<file path="config.mk">
export PLATFORM = sky130hd
export DESIGN_NAME = instr_queue
export DESIGN_NICKNAME = d
export VERILOG_FILES = /design/src/rtl/mmm_pkg.sv /design/src/rtl/instr_queue.sv
export SDC_FILE = /design/constraint.sdc
export NUM_CORES = 1
export LEC_CHECK = 0
export BUFFER_PORTS_ARGS = -buffer_cell sky130_fd_sc_hd__buf_2
export CORE_MARGIN = 4
export CORE_UTILIZATION = 40
export DETAILED_ROUTE_END_ITERATION = 12
export GPL_ROUTABILITY_DRIVEN = 0
export PLACE_DENSITY = 0.65
export SLEW_MARGIN = 30
export SYNTH_ARGS = -nofsm -noshare
export SYNTH_HDL_FRONTEND = slang
export SYNTH_SLANG_ARGS = --single-unit
</file>
<file path="constraint.sdc">
create_clock -name clk_i -period 3.4 [get_ports clk_i]
set_clock_uncertainty 0.1 [all_clocks]
set_input_delay 0.34 -clock clk_i [delete_from_list [all_inputs] [get_ports clk_i]]
set_output_delay 0.34 -clock clk_i [all_outputs]
set_load 0.02 [all_outputs]
</file>
<file path="src/rtl/mmm_pkg.sv">
// Shared front-end definitions: architectural widths and the instruction-queue entry type.
package mmm_pkg;

   localparam int XLEN     = 32;
   localparam int ILEN     = 32;
   localparam int IQ_DEPTH = 4;

   typedef struct packed {
      logic [ILEN-1:0] instr;
      logic [XLEN-1:0] pc;
   } iq_entry_t;

endpackage

</file>
<file path="src/rtl/instr_queue.sv">
// Decoupling FIFO between fetch and decode: holds {instr, pc} entries, cleared by flush_i.
// Optional zero-latency empty-queue bypass when IQ_BYPASS_EN is defined.
module instr_queue
   import mmm_pkg::*;
#(
   parameter int DEPTH = IQ_DEPTH
) (
   input  logic                     clk_i,
   input  logic                     rst_n_i,
   input  logic                     flush_i,
   input  logic                     fetch_valid_i,
   output logic                     fetch_ready_o,
   input  logic [ILEN-1:0]          instr_i,
   input  logic [XLEN-1:0]          pc_i,
   output logic                     issue_valid_o,
   input  logic                     issue_ready_i,
   output logic [ILEN-1:0]          instr_o,
   output logic [XLEN-1:0]          pc_o,
   output logic [$clog2(DEPTH):0]   count_o
);

   localparam int PW = $clog2(DEPTH);
   localparam int CW = PW + 1;

   if (DEPTH < 2 || (DEPTH & (DEPTH - 1)) != 0) begin : g_depth_check
      $error("instr_queue: DEPTH must be a power of two and >= 2");
   end

   iq_entry_t           mem [DEPTH];
   logic [PW-1:0]       head_q;
   logic [PW-1:0]       tail_q;
   logic [CW-1:0]       count_q;
   logic                not_empty;
   logic                do_push;
   logic                do_pop;
   iq_entry_t           head_entry;

   assign not_empty     = (count_q != '0);
   assign head_entry    = mem[head_q];
   assign fetch_ready_o = (count_q < CW'(DEPTH)) & ~flush_i;

`ifdef IQ_BYPASS_EN
   logic bypass;

   // An empty queue forwards the fetch entry straight to decode; it is only
   // stored if decode does not take it this cycle.
   assign bypass        = ~not_empty & fetch_valid_i & ~flush_i;
   assign issue_valid_o = (not_empty | bypass) & ~flush_i;
   assign instr_o       = bypass ? instr_i : head_entry.instr;
   assign pc_o          = bypass ? pc_i    : head_entry.pc;
   assign do_push       = fetch_valid_i & fetch_ready_o & ~(bypass & issue_ready_i);
   assign do_pop        = issue_valid_o & issue_ready_i & not_empty;
`else
   assign issue_valid_o = not_empty & ~flush_i;
   assign instr_o       = head_entry.instr;
   assign pc_o          = head_entry.pc;
   assign do_push       = fetch_valid_i & fetch_ready_o;
   assign do_pop        = issue_valid_o & issue_ready_i;
`endif

   assign count_o = count_q;

   always_ff @(posedge clk_i or negedge rst_n_i) begin
      if (!rst_n_i) begin
         head_q  <= '0;
         tail_q  <= '0;
         count_q <= '0;
      end else if (flush_i) begin
         head_q  <= '0;
         tail_q  <= '0;
         count_q <= '0;
      end else begin
         if (do_push) tail_q <= tail_q + 1'b1;
         if (do_pop)  head_q <= head_q + 1'b1;
         case ({do_push, do_pop})
            2'b10:   count_q <= count_q + 1'b1;
            2'b01:   count_q <= count_q - 1'b1;
            default: count_q <= count_q;
         endcase
      end
   end

   // Storage is intentionally not reset; do_push is already gated off by flush_i.
   always_ff @(posedge clk_i) begin
      if (do_push) begin
         mem[tail_q].instr <= instr_i;
         mem[tail_q].pc    <= pc_i;
      end
   end

endmodule

</file>
# --- Word-level counts from Yosys, hierarchy flattened ---
# Memories as Yosys holds them, arrays and structs flattened.
# Index checks and enable logic that the tools add are counted.
word_totals:
  regBits: 7
  ram_bits: 256
  inputBits: 69
  mem_count: 1
mem_list:
  columns: ["name", "words", "width", "rd", "rd_clocked_by_memory_dff", "wr", "line_no", "source"]
  rows:
  - ["mem", 4, 64, 1, 0, 1, "instr_queue.sv:29", "iq_entry_t mem [DEPTH];"]
classes:
  n_addsub: 4
  magnitude_cmp: 1
  eq_ne: 2
  mux: 8
  n_bitwise: 5
  reduce_logical: 4
op_table:
  columns: ["op", "n"]
  rows:
  - ["$mux 2", 4]
  - ["$pmux 3 s2", 1]
  - ["$reduce_bool 3->1", 2]
  - ["$add 2x1->2 const B", 2]
  - ["$and 1x1->1", 4]
  - ["$reduce_bool 2->1", 2]
  - ["$add 3x1->3 const B", 1]
  - ["$lt 3x3->1 const B", 1]
  - ["$mux 3", 1]
  - ["$sub 3x1->3 const B", 1]
  - ["$eq 2x1->1 const B", 1]
  - ["$eq 2x2->1 const B", 1]
  - ["$mux 1", 2]
  - ["$not 1->1", 1]

# --- Depth between registers and ports, before layout ---
# Gate-level depths: netlist of the first run.
depth:
  word_depth: 6
  depth_mapped: 7
  mapped_depth_nobuf: 6

# --- Worst setup path after synthesis of the first run ---
# No wires, ideal clock.
synth_path:
  kind: "reg2reg"
  from: "reg count_q[2], in the netlist count_o[2]"
  to: "mem mem[0][0] (netlist name), enable pin"
  setup_time_ps: 429
  arrival_ps: 2403
  required_time_ps: 2871
  setup_slack_ps: 468
  stages_incl_launch_ff: 4
  n_path_buf: 1
  cell_sequence: "dfrtp_1 > and2b_1 > buf_2 > and2_1"
synth_between:
  elab_chain_cells: 5
synth_rtl:
  columns: ["item", "line_no", "source"]
  rows:
  - ["start, declared", "instr_queue.sv:32", "logic [CW-1:0] count_q;"]
  - ["start signal, assigned", "instr_queue.sv:76", "2'b10: count_q <= count_q + 1'b1;"]
  - ["start signal, assigned", "instr_queue.sv:77", "2'b01: count_q <= count_q - 1'b1;"]
  - ["start signal, assigned", "instr_queue.sv:78", "default: count_q <= count_q;"]
  - ["$lt 3x3->1", "instr_queue.sv:40", "assign fetch_ready_o = (count_q < CW'(DEPTH)) & ~flush_i;"]
  - ["$and 1x1->1", "instr_queue.sv:40", null]
  - ["$and 1x1->1", "instr_queue.sv:57", "assign do_push = fetch_valid_i & fetch_ready_o;"]
  - ["$mux 1", "instr_queue.sv:85", "if (do_push) begin"]
  - ["$mux 1 (not written as such)", "instr_queue.sv:87", "mem[tail_q].pc <= pc_i;"]
  - ["end, declared", "instr_queue.sv:29", null]
# No other way between the ends.

# --- Worst setup path in the final report of the first run ---
layout_path:
  from: "reg head_q[0]"
  to: "out pc_o[2]"
layout_between:
  elab_chain_cells: 1
layout_rtl:
  columns: ["item", "line_no", "source"]
  rows:
  - ["start, declared", "instr_queue.sv:30", "logic [PW-1:0] head_q;"]
  - ["start signal, assigned", "instr_queue.sv:74", "if (do_pop) head_q <= head_q + 1'b1;"]
  - ["$mem_v2 4x64", null, null]
  - ["end, declared", "instr_queue.sv:18", "output logic [XLEN-1:0] pc_o,"]
# No other way between the ends.

==> results of run 1 <==
[state kept, by name, indices dropped and copies added, names as in the netlist]
signal,flops
mem,256
count_o,3
head_q,2
tail_q,2
[kinds of logic (layout without fill, tap and decap cells)]
logic type	Yosys count	in the layout	synth area share
other	0	1	0
xor gates and xnor gates	3	3	0.003473
adders and majority gates	5	5	0.007202
muxes	66	66	0.1503
buffers and inverters	19	261	0.01273
DFF	263	263	0.8081
AOI/OAI and AO/OA	3	3	0.001929
and+or+nand+nor	24	24	0.01620
[synth_stat cells, types with 2 or more instances]
| library cell | instances | area, um^2 |
|---|---|---|
| sky130_fd_sc_hd__buf_1 | 2 | 7.510 |
| sky130_fd_sc_hd__nor2b_1 | 3 | 18.77 |
| sky130_fd_sc_hd__and2_1 | 4 | 25.02 |
| sky130_fd_sc_hd__nor2_1 | 4 | 15.01 |
| sky130_fd_sc_hd__clkbuf_1 | 2 | 7.510 |
| sky130_fd_sc_hd__edfxtp_1 | 256 | 7687 |
| sky130_fd_sc_hd__and2b_1 | 2 | 15.01 |
| sky130_fd_sc_hd__buf_2 | 6 | 30.03 |
| sky130_fd_sc_hd__ha_1 | 4 | 50.05 |
| sky130_fd_sc_hd__dfrtp_1 | 7 | 175.2 |
| sky130_fd_sc_hd__buf_6 | 5 | 56.30 |
| sky130_fd_sc_hd__mux4_2 | 64 | 1441 |
| sky130_fd_sc_hd__buf_4 | 2 | 15.01 |
| sky130_fd_sc_hd__nand3_1 | 3 | 15.01 |
| sky130_fd_sc_hd__inv_1 | 2 | 7.510 |
[final cells by class]
type,instances,area (um^2)
clock inverters,8,115.1
repair buffers,214,1471
inverters,2,7.507
diodes,1,2.502
fillers,1885,11330
clock buffers,37,733.2
well taps,319,399.1
multi-input cells,101,1753
flip-flops and latches,263,7870
[metal layers]
metal | GRT usage | share of wire | up-vias
met4 | 0.03622 | 0.017 | 2
met5 | 0 | 0.00064 | -
li1 | - | - | 2073
met2 | 0.2317 | 0.49 | 155
met1 | 0.2002 | 0.43 | 2385
met3 | 0.03137 | 0.065 | 28
[timing repair]
item                      4_1_cts  5_1_grt
hold endpoints to repair      263        0
setup buffers                   0        0
hold buffers                   65        0
resized for setup               0        0
[power breakdown]
part | total (mW) | switching [mW] | internal (mW)
Clock | 2.80 | 1.08 | 1.72
Sequential | 3.93 | 0.148 | 3.78
Combinational | 1.63 | 0.883 | 0.749
[worst max-delay path by stage]
stage | end | slack [ns]
2_1_floorplan | mem[0][0] | 0.47
3_3_place_gp | pc_o[2] | 0.95
3_5_place_dp | mem[2][45] | 0.88
4_1_cts | pc_o[2] | 0.36
5_1_grt | pc_o[2] | 0.29
6_report | pc_o[2] | 0.49
==> results.txt, run 1 <==
----------------------------------------------------
[Outcome]
  Run status ... finished, final reports clean

[Timing]
  Clock period minus final worst setup slack ... 2.911 ns
  Setup TNS after final layout ... 0 ns
  Maximum operating frequency ... 343.5 MHz
  Max-slew violations ... 0
  Number of hold violations in the final report ... 0
  RSZ-0062 raised after global routing ... false
  Post-route fraction of the period consumed by the critical path ... 0.8562
  Post-route worst setup slack ... 0.4890 ns
  Normalized max-slew margin ... 0.5816
  Worst-Margin Slew ... 0.6277 ns
  Count of final setup violators ... 0
  Worst slack on hold paths ... 0.05816 ns

[Yosys]
  Mapped Cells ... 383
  Seq/Total Area, Yosys ... 0.8081
  Avg Cell Area, Syn ... roughly 25 um^2
  Post-Syn Area ... a little under 10000 um^2
  Most common flop cell mapped by yosys ... sky130_fd_sc_hd__edfxtp_1
  Number of synthesized flops with an enable pin ... 256
  Number of warning messages in the yosys log ... 0
  Flop and latch count out of synthesis ... 263
  Async SR Flop Fraction ... 0.02662
  Post-synth cell types ... 32
  Synth Net Count ... 457

[Placed design]
  Placed cell area ... 10820 um^2
  Inst Count DP ... roughly 830
  Setup slack after placement ... a little under 0.9 ns
  Half-perimeter wire length after detailed placement ... 11810 um
  Count of input and output buffers ... 137

[Worst setup path]
  Category of the most critical setup path ... flip-flop to primary output
  Internal reg-to-reg setup slack ... 1.11 ns
  Critical path data arrival time ... 2.47 ns
  Endpoint required time on the critical path ... 2.96 ns
  R2r worst-path depth ... 3
  Critical Path Sink Type ... primary output
  Critical Path Stages ... 3
  Family with the most delay on the worst path ... flip-flops
  Slowest cell delay on critical path ... 0.83 ns
  Slowest-stage cell, CP ... sky130_fd_sc_hd__dfrtp_4
  Setup crit start kind ... flip-flop
  Buffers plus inverters on the worst setup path ... 2
  Cell-by-cell trace of the critical path ... buf_4 -> mux4_2 -> buf_2
  CP Launch Point ... head_q[0]
  Highest net fanout along the worst path ... 32
  Critical R2R Launch ... count_o[2]
  Worst reg2reg endpoint ... mem[2][37]

[Drt]
  Routed WL ... 18770 um
  Total via count in the routed design ... around 4.6k
  Average detailed-routed wire length per instance ... 19.86 um
  Post-DRT Antenna Nets ... 0
  Detailed-route DRC error count ... 0
  First-iteration detailed-routing DRC count ... 423
  Drt pass-1 iters ... 4
  Routed vias/inst ... between 4 and 5

[Global route]
  Aggregate global-route resource usage ... 0.1431
  Total global routing overflow ... 0
  Number of global-route vias before repair ... 5127
  First-pass GRT wire length ... 29480 um
  Largest net degree at the start of global routing ... 66
  Antenna violations before repair ... 2

[Floorplan]
  X dimension of the die ... 164.0 um
  Vertical extent of the die ... 164.0 um
  # rows ... 56
  Die Outline Area ... 26880 um^2
  Standard cell core area ... 23680 um^2
  I/O pin count ... 138
  Effective utilization at floorplan ... 0.4108

[Clock network]
  Cell at the root of the clock tree ... sky130_fd_sc_hd__clkbuf_16
  H-Tree Level Count ... 1
  Number of buffers created by CTS ... 26
  Maximum buffer depth of the clock tree ... 3
  Clock tree from TritonCTS ... done
  Clock slew at the register clock pins of the worst setup and hold paths ... 0.06 ns
  Sink count of the clock tree ... 263
  Clock insertion delay at the later pin of the skew report ... 0.51 ns

[Cells and area]
  Number of nets at the end of the flow ... between 600 and 700
  Area added between synthesis and finish ... 26.95%
  Fin cells ... 945
  Final core utilization ... 0.5216
  Fraction of layout cells with a size suffix above 1 ... 0.4128
  Leading cell type in the layout, fill and taps excluded ... sky130_fd_sc_hd__edfxtp_1
  Highest-count cells in the layout ignoring fill and taps ... 256 x sky130_fd_sc_hd__edfxtp_1, 137 x sky130_fd_sc_hd__buf_2, 65 x sky130_fd_sc_hd__dlygate4sd3_1, 64 x sky130_fd_sc_hd__mux4_2, 27 x sky130_fd_sc_hd__clkbuf_16
  Final instance area ... 12350 um^2

[Power]
  Reported leakage power ... 4.194 nW
  Max rail drop VDD ... 348.0 uV
  Tot Pwr ... 8.360 mW
  Power per unit of standard cell area ... 676.9 nW/um^2

[Hold path]
  Hold Path Sink ... head_q[1]
  Path type of the worst min-delay path ... input pin to flip-flop
  Cell count of the worst hold path ... 2
  Startpoint of the worst hold path ... flush_i

[Run]
  Total of max-cap violations ... 0

----------------------------------------------------
(Power assumes the default switching activity.)
==> run 2, diff against run 1 <==
--- a/config.mk
+++ b/config.mk
@@ -5,7 +5,7 @@
 export SDC_FILE = /design/constraint.sdc
 export NUM_CORES = 1
 export LEC_CHECK = 0
-export BUFFER_PORTS_ARGS = -buffer_cell sky130_fd_sc_hd__buf_2
+export BUFFER_PORTS_ARGS = -buffer_cell sky130_fd_sc_hd__clkbuf_2
 export CORE_MARGIN = 4
 export CORE_UTILIZATION = 40
 export DETAILED_ROUTE_END_ITERATION = 12
==> run 2 against run 1 <==
Net effect:
- global-route usage about the same
- non-clock buffer count grew 2
- utilization about the same
- combinational power hardly changed
- register-to-register slack better by 0.04 ns
- final cell count increased by 0.42%
- die area unchanged
- maximum frequency shrank 1.3%
- critical path type unchanged
- sequential power about the same
- cell area about the same
- count of clock-buffer cells in the layout down 4
- power rose by 0.56%
==> results.txt, run 2 (synthesis results as in run 1) <==
----------------------------------------------------
[Outcome]
  Run status ... finished, final reports clean

[Floorplan]
  X dimension of the die ... between 150 and 200 um
  Vertical extent of the die ... 164.0 um
  # rows ... 56
  Standard cell core area ... 23680 um^2
  I/O pin count ... around 140
  Die Outline Area ... 26880 um^2
  Effective utilization at floorplan ... 0.4108

[Clock network]
  Maximum buffer depth of the clock tree ... 3
  H-Tree Level Count ... 1
  Number of resized instances in the post-cts repair step ... 0
  Clock slew at the register clock pins of the worst setup and hold paths ... ~0.06 ns
  Sink count of the clock tree ... 263
  Cell at the root of the clock tree ... sky130_fd_sc_hd__clkbuf_16
  Number of buffers created by CTS ... 26
  Clock insertion delay at the later pin of the skew report ... roughly 0.5 ns
  Clock tree from TritonCTS ... done

[Global route]
  Antenna violations before repair ... 0
  Number of global-route vias before repair ... roughly 5.2k
  Aggregate global-route resource usage ... 0.1430
  First-pass GRT wire length ... 29570 um
  Largest net degree at the start of global routing ... 43
  Total global routing overflow ... 0

[Power]
  Power per unit of standard cell area ... approximately 680 nW/um^2
  Reported leakage power ... around 4.2 nW
  Max rail drop VDD ... 414.0 uV

[Timing]
  Normalized max-slew margin ... 0.5180
  Setup TNS after final layout ... 0 ns
  Clock period minus final worst setup slack ... 2.948 ns
  Max-slew violations ... 0
  Count of final setup violators ... 0
  Maximum operating frequency ... 339.2 MHz
  Number of hold violations in the final report ... 0
  RSZ-0062 raised after global routing ... false
  Worst-Margin Slew ... 0.7230 ns
  Post-route fraction of the period consumed by the critical path ... 0.8672

[Drt]
  Drt pass-1 iters ... 4
  First-iteration detailed-routing DRC count ... 285
  Routed WL ... about 19000 um
  Routed vias/inst ... approximately 4.9
  Total via count in the routed design ... roughly 4.7k
  Post-DRT Antenna Nets ... 0
  Detailed-route DRC error count ... 0
  Average detailed-routed wire length per instance ... roughly 20 um

[Cells and area]
  Final core utilization ... 0.5219
  Largest reg by FF count ... mem
  Fraction of layout cells with a size suffix above 1 ... 0.4149
  Number of nets at the end of the flow ... 684
  Largest register FFs ... 256
  Area added between synthesis and finish ... 27.04%
  Highest-count cells in the layout ignoring fill and taps ... 256 x sky130_fd_sc_hd__edfxtp_1, 137 x sky130_fd_sc_hd__clkbuf_2, 65 x sky130_fd_sc_hd__dlygate4sd3_1, 64 x sky130_fd_sc_hd__mux4_2, 27 x sky130_fd_sc_hd__clkbuf_16
  Leading cell type in the layout, fill and taps excluded ... sky130_fd_sc_hd__edfxtp_1

[Worst setup path]
  Destination of the critical timing path ... pc_o[9]
  R2r worst-path depth ... 6
  Category of the most critical setup path ... flip-flop to primary output
  Critical R2R Launch ... count_o[0]
  Critical Path Sink Type ... primary output
  CP Launch Point ... head_q[0]
  Worst reg2reg endpoint ... count_o[2]
  Setup crit start kind ... flip-flop
  Endpoint required time on the critical path ... 2.96 ns
  Internal reg-to-reg setup slack ... 1.15 ns
  Critical path data arrival time ... 2.51 ns
  Highest net fanout along the worst path ... 37

[Placed design]
  Count of input and output buffers ... 137
  Half-perimeter wire length after detailed placement ... 11910 um

[Run]
  Total of max-cap violations ... 0

[Hold path]
  Path type of the worst min-delay path ... input pin to flip-flop

----------------------------------------------------
==> run 2: cell type report <==
cell class                      count  area (um^2)
Tap cell                          319        399.1
Sequential cell                   263         7870
Clock inverter                     14        163.9
Timing Repair Buffer              216         1466
Antenna cell                        1        2.502
Inverter                            2        7.507
Clock buffer                       33        698.2
Multi-Input combinational cell    101         1753
Fill cell                        1909        11320
==> run 2: layer usage <==
metal  vias up  global-route usage  part of all wire
met5         -                   0                 0
met4         0             0.03012             0.013
met3        21             0.03413             0.067
met2       132              0.2283              0.48
met1      2436              0.2039              0.44
li1       2092                   -                 -
==> run 2: how the worst min path moves through the flow <==
stage / startpoint / end / slack, ns / cells past startpoint
global placement: rst_n_i / count_o[2] / 0.09 / 1
CTS: flush_i / tail_q[0] / 0.06 / 2
finish: flush_i / tail_q[0] / 0.08 / 2
global route: flush_i / head_q[1] / 0.1 / 2
floorplan: rst_n_i / count_o[0] / -0.06 / 0
detailed placement: rst_n_i / count_o[2] / 0.09 / 1
==> run 2: report_power, final <==
group / switching, mW / internal (mW) / total, mW
Sequential: 0.168 / 3.78 / 3.95
Clock: 1.10 / 1.75 / 2.85
Combinational: 0.869 / 0.738 / 1.61
Total: 2.14 / 6.27 / 8.41
==> run 2: what timing repair did <==
action / CTS / global route
buffers inserted: 0 / 0
setup endpoints to repair: 0 / 0
hold buffers: 65 / 0
endpoints found under the hold margin: 263 / 0
==> run 2: critical path: stages (launching register included) <==
cell and delay [ns]:
sky130_fd_sc_hd__dfrtp_4 0.90, sky130_fd_sc_hd__buf_4 0.37, sky130_fd_sc_hd__mux4_2 0.55, sky130_fd_sc_hd__clkbuf_2 0.17
==> run 2: per-stage QoR <==
step | power, mW | setup slack (ns) | hold slack, ns | instance area, um^2 | cells
floorplan | 5.081 | 0.4677 | -0.05559 | 9729 | 383
global placement | 5.580 | 0.9038 | 0.08675 | 10850 | 836
detailed placement | 5.614 | 0.8831 | 0.08897 | 10850 | 836
CTS | 8.543 | 0.3361 | 0.05973 | 12360 | 948
global route | 8.799 | 0.2468 | 0.09586 | 12360 | 948
finish | 8.407 | 0.4515 | 0.07579 | 12360 | 949
